==> src/rtl/upload_arbiter.sv <==
// upload_arbiter: round-robin, per-burst arbiter that shares one registered
// upload path into the command processor among several peripheral byte sources.
module upload_arbiter #(
    parameter int NUM_SOURCES = 4,
    parameter int IDX_W       = 2,
    parameter int MAX_BURST   = 256
) (
    input  logic                     clk,
    input  logic                     rst,
    input  logic [NUM_SOURCES-1:0]   src_req_in,
    input  logic [NUM_SOURCES-1:0]   src_valid_in,
    input  logic [8*NUM_SOURCES-1:0] src_data_in,
    input  logic [8*NUM_SOURCES-1:0] src_source_in,
    output logic [NUM_SOURCES-1:0]   src_ready_out,
    output logic                     upload_req_out,
    output logic                     upload_valid_out,
    output logic [7:0]               upload_data_out,
    output logic [7:0]               upload_source_out,
    input  logic                     upload_ready_in,
    output logic [IDX_W-1:0]         grant_idx_out,
    output logic                     busy_out
);

    typedef enum logic [1:0] {
        IDLE,
        GRANT,
        GAP
    } state_t;

    // With MAX_BURST == 0 this wraps to all-ones, but w_lastByte is gated off.
    localparam logic [15:0]      LAST_CNT = 16'(MAX_BURST - 1);
    localparam logic [IDX_W-1:0] LAST_IDX = IDX_W'(NUM_SOURCES - 1);

    state_t                 r_state;
    logic [IDX_W-1:0]       r_grantIdx;
    logic [IDX_W-1:0]       r_rrPtr;
    logic [15:0]            r_burstCnt;
    logic                   r_uploadReq;
    logic                   r_uploadValid;
    logic [7:0]             r_data;
    logic [7:0]             r_source;
    logic                   r_busy;

    logic [IDX_W-1:0]       w_pickIdx;
    logic [IDX_W-1:0]       w_nextPtr;
    logic                   w_found;
    logic                   w_anyReq;
    logic                   w_holderReq;
    logic                   w_xfer;
    logic                   w_lastByte;
    logic                   w_release;
    logic [NUM_SOURCES-1:0] w_ready;

    // First requester at or above the round-robin pointer, wrapping around.
    always_comb begin
        w_pickIdx = r_rrPtr;
        w_found   = 1'b0;
        for (int k = 0; k < NUM_SOURCES; k++) begin
            if (!w_found && src_req_in[(int'(r_rrPtr) + k) % NUM_SOURCES]) begin
                w_pickIdx = IDX_W'((int'(r_rrPtr) + k) % NUM_SOURCES);
                w_found   = 1'b1;
            end
        end
    end

    always_comb begin
        w_ready = '0;
        if (r_state == GRANT) begin
            w_ready[r_grantIdx] = upload_ready_in & w_holderReq;
        end
    end

    assign w_anyReq    = |src_req_in;
    assign w_holderReq = src_req_in[r_grantIdx];
    assign w_xfer      = (r_state == GRANT) && src_valid_in[r_grantIdx] && w_ready[r_grantIdx];
    assign w_lastByte  = (MAX_BURST != 0) && w_xfer && (r_burstCnt == LAST_CNT);
    assign w_release   = (r_state == GRANT) && (!w_holderReq || w_lastByte);
    assign w_nextPtr   = (r_grantIdx == LAST_IDX) ? '0 : r_grantIdx + 1'b1;

    always_ff @(posedge clk or posedge rst) begin
        if (rst) begin
            r_state       <= IDLE;
            r_grantIdx    <= '0;
            r_rrPtr       <= '0;
            r_burstCnt    <= '0;
            r_uploadReq   <= 1'b0;
            r_uploadValid <= 1'b0;
            r_data        <= '0;
            r_source      <= '0;
            r_busy        <= 1'b0;
        end else begin
            r_uploadValid <= w_xfer;
            if (w_xfer) begin
                r_data     <= src_data_in[8*r_grantIdx +: 8];
                r_source   <= src_source_in[8*r_grantIdx +: 8];
                r_burstCnt <= r_burstCnt + 16'd1;
            end
            case (r_state)
                IDLE: begin
                    if (w_anyReq) begin
                        r_state     <= GRANT;
                        r_grantIdx  <= w_pickIdx;
                        r_burstCnt  <= '0;
                        r_uploadReq <= 1'b1;
                        r_busy      <= 1'b1;
                    end else begin
                        r_uploadReq <= 1'b0;
                        r_busy      <= 1'b0;
                    end
                end
                GRANT: begin
                    r_busy <= 1'b1;
                    if (w_release) begin
                        // The final byte of a forced release keeps the request up one more cycle.
                        r_state     <= GAP;
                        r_rrPtr     <= w_nextPtr;
                        r_uploadReq <= w_xfer;
                    end else begin
                        r_uploadReq <= 1'b1;
                    end
                end
                GAP: begin
                    r_state     <= IDLE;
                    r_uploadReq <= 1'b0;
                    r_busy      <= 1'b0;
                end
                default: begin
                    r_state     <= IDLE;
                    r_uploadReq <= 1'b0;
                    r_busy      <= 1'b0;
                end
            endcase
        end
    end

    assign src_ready_out     = w_ready;
    assign upload_req_out    = r_uploadReq;
    assign upload_valid_out  = r_uploadValid;
    assign upload_data_out   = r_data;
    assign upload_source_out = r_source;
    assign grant_idx_out     = r_grantIdx;
    assign busy_out          = r_busy;

endmodule

==> config.mk <==
export PLATFORM = sky130hd
export DESIGN_NAME = upload_arbiter
export DESIGN_NICKNAME = d
export VERILOG_FILES = /design/src/rtl/upload_arbiter.sv
export SDC_FILE = /design/constraint.sdc
export NUM_CORES = 1
export LEC_CHECK = 0
export BUFFER_PORTS_ARGS = -buffer_cell sky130_fd_sc_hd__buf_2
export CAP_MARGIN = 20
export CORE_ASPECT_RATIO = 1.1
export CORE_MARGIN = 4
export CORE_UTILIZATION = 44
export CTS_CLUSTER_DIAMETER = 200
export DETAILED_ROUTE_END_ITERATION = 8
export GPL_ROUTABILITY_DRIVEN = 0
export PLACE_DENSITY = 0.87
export SYNTH_ARGS = -nofsm -noshare
export SYNTH_HDL_FRONTEND = slang
export SYNTH_SLANG_ARGS = --single-unit
==> constraint.sdc <==
create_clock -name clk -period 2.5 [get_ports clk]
set_clock_uncertainty 0.1 [all_clocks]
set_input_delay 0.625 -clock clk [delete_from_list [all_inputs] [get_ports clk]]
set_output_delay 0.625 -clock clk [all_outputs]
set_load 0.01 [all_outputs]
==> impl_metrics.py <==
metrics = {
    "setup_path": {
        "cp_common_cell": "buf_4",
        "arrival_ns": 1.81,
        "max_stage_delay_ns": 0.50,
        "cp-end-kind": "output pin",
        "crit_slowest_cell": "mux4_2",
        "r2r_slack_ns": -0.03,
        "crit_family": "multiplexers",
        "path_cells": "buf_4 -> mux4_2 -> buf_4 -> and3_1 -> buf_2",
        "cp_num_buf_inv": 3,
        "path_max_fanout": 5,
        "critPathKind": "reg -> out",
        "start_kind": "register",
        "worstPathRequired_ns": 1.77,
    },
    "outcome": {
        "violations": "setup timing",
        "status": "complete, but fails checks",
    },
    "power": {
        "pwr-share-clk": 0.154,
        "seqPwrFrac": 0.337,
        "power_switching_mw": 1.06,
        "swShare": 0.370,
        "p_int_mw": 1.80,
        "peakVddDrop_mv": 0.572,
        "leakagePower_nw": 1.58,
        "combPwrFrac": 0.509,
        "power_per_cell_area_nw_per_um2": 870,
    },
    "drt": {
        "routed_via_density": 5.44,
        "wl_per_cell_um": 16.7,
        "totalWireLength_um": 6680,
        "drc": 0,
        "ant_nets": 0,
        "dr_total_vias": 2180,
        "drt_iter0_drc": 95,
        "drt_pre_antenna_iters": 4,
    },
    "floorplanning": {
        "ioPinCount": 100,
        "rows": 28,
        "coreArea_um2": 5360,
        "die_width_um": 78.9,
        "dieArea_um2": 6780,
        "chipHeight_um": 86.0,
        "start_util": 0.454,
    },
    "synth": {
        "synth_cells": 204,
        "async_reset_ff_frac": 1.00,
        "yosysWarnings": 0,
        "synth_seq_cells": 41,
        "yosys_most_used_dff": "dfrtp_1",
        "avgSynthCellArea_um2": 11.9,
        "synth_nets": 284,
        "synth_area_um2": 2430,
        "synth_cell_types": 41,
        "synth_edf_count": 0,
        "synth-seq-area-share": 0.422,
    },
    "sta": {
        "final-setup-viol-count": 7,
        "period_share": 1.02,
        "worst_pin_slew_ns": 0.513,
        "slew_viol_final": 0,
        "finalHoldViolCount": 0,
        "timing.fmax_mhz": 394,
        "period_minus_slack_ns": 2.54,
        "maxSlewHeadroom": 0.658,
        "timing.final.ws_setup_ns": -0.0376,
        "rsz0062_at_grt": "yes",
    },
    "clocking": {
        "cts_tree": "built",
        "insertion_delay_ns": 0.30,
        "clk_pin_slew_worst_paths_ns": 0.08,
        "clock_path_buffers": 2,
        "h-tree-depth": 2,
        "cts_buffers": 5,
        "cts-root-buf": "clkbuf_8",
        "cts.sinks": 41,
    },
    "min_path": {
        "hp-class": "in -> async",
    },
    "place": {
        "port_buffers": 99,
        "dp_hpwl_um": 5120,
        "dpl_worst_slack_ns": -0.212,
    },
    "cells_and_area": {
        "fin_util": 0.612,
        "final_cell_mix": "buf_2, dfrtp_1, buf_4",
        "n_antenna_cell": 0,
        "fillers": 449,
        "multi_input_area_um2": 1370,
        "drive_gt1_frac": 0.540,
        "register_area_um2": 1030,
        "area_growth_pct": 35.0,
        "fin_nets": 405,
        "final_common_cell": "buf_2",
    },
    "global_routing": {
        "grt_pass1_wl_um": 10500,
        "grt_max_degree": 42,
        "track_usage": 0.199,
        "first_global_vias": 2280,
        "overflow": 0,
        "antenna_found_initial": 0,
    },
    "flow_run": {
        "drv_cap": 0,
    },
}
[cell usage after synthesis (3+ instances only)]
cell type  count  share of area
xnor2_1        9          0.032
mux4_1         4          0.043
nand2_1       12          0.019
nor2b_1        4          0.010
nor3_1         3         0.0062
mux2_2        18          0.083
a21oi_1        6          0.012
mux4_2        14           0.13
o21ai_0        5          0.010
and2_1         3         0.0077
nor4_1         6          0.015
ha_1           5          0.026
and3_1         8          0.021
dfrtp_1       41           0.42
inv_1          7          0.011
clkbuf_1       4         0.0062
buf_2          3         0.0062
nor2_1        18          0.028
mux2i_1        4          0.016
[final cells by class]
class                           instances  area share
Inverter                                8     0.00915
Sequential cell                        41       0.313
Clock buffer                            5      0.0210
Multi-Input combinational cell        147       0.418
Tap cell                               75      0.0286
Clock inverter                          3     0.00648
Timing Repair Buffer                  122       0.204
[cells by family after synthesis]
| logic type | Yosys count | share of synthesized area |
|---|---|---|
| XOR/XNOR | 10 | 0.0360 |
| flip-flops | 41 | 0.422 |
| adder cells (fa/ha/maj) | 5 | 0.0257 |
| AO/OA/AOI/OAI | 18 | 0.0437 |
| buffers and inverters | 17 | 0.0309 |
| AND/OR/NAND/NOR | 72 | 0.163 |
| multiplexers | 41 | 0.279 |
[metal layers]
| layer | vias up | global-route usage | share of wire |
|---|---|---|---|
| met1 | 1095 | 0.218 | 0.38 |
| li1 | 1000 | - | - |
| met4 | 0 | 0.0813 | 0.024 |
| met3 | 15 | 0.0399 | 0.045 |
| met5 | - | 0 | 0 |
| met2 | 70 | 0.371 | 0.56 |
[worst register-to-register path, stage by stage, from the launching register on]
cell and delay (ns):
dfrtp_2 0.45, inv_2 0.09, ha_1 0.16, nand2_1 0.06
mux4_2 0.47, buf_4 0.15, or4_4 0.52, or3_1 0.34
a21oi_2 0.13
[stage by stage]
stage	hold WS, ns	std cells	instance area [um2]	total power [mW]	setup TNS, ns
floorplan	0.355	204	2440	1.85	0
global placement	0.385	389	3130	2.31	-2.20
detailed placement	0.390	389	3130	2.36	-3.72
CTS	0.356	399	3240	2.83	-0.431
global route	0.382	401	3280	3.04	-0.860
finish	0.335	401	3280	2.85	-0.171
[repair_timing]
| item | CTS | global route |
|---|---|---|
| setup buffers | 2 | 1 |
| hold endpoints to repair | 0 | 0 |
| hold buffers | 0 | 0 |
| endpoints found under the setup margin | 27 | 29 |
| gates cloned | 0 | 1 |
| gates resized for setup | 4 | 7 |
| pin swaps | 2 | 0 |
[sequential cells by signal, indices dropped and copies added, names as in the netlist]
name               flops
upload_req_out         1
upload_data_out        8
r_rrPtr                2
r_burstCnt            16
busy_out               1
upload_valid_out       1
grant_idx_out          2
r_state                2
upload_source_out      8
[power by group through the flow]
stage	registers [mW]	logic, mW	clock network [mW]
floorplan	1.02	0.828	0
global placement	0.958	1.35	0
detailed placement	0.970	1.39	0
CTS	0.956	1.43	0.450
global route	0.983	1.58	0.485
finish	0.961	1.45	0.440
[final timing paths]
kind	start	endpoint	depth (start not counted)
worst max-delay path	grant_idx_out[0]	src_ready_out[2]	5
worst min-delay path	rst	upload_data_out[7]	3
worst max register to register	grant_idx_out[1]	r_burstCnt[13]	8
worst min register to register	upload_source_out[4]	upload_source_out[4]	1
max in group asynchronous	rst	grant_idx_out[0]	3
min in group clk	upload_source_out[4]	upload_source_out[4]	1
Power figures use the tool's default switching activity.
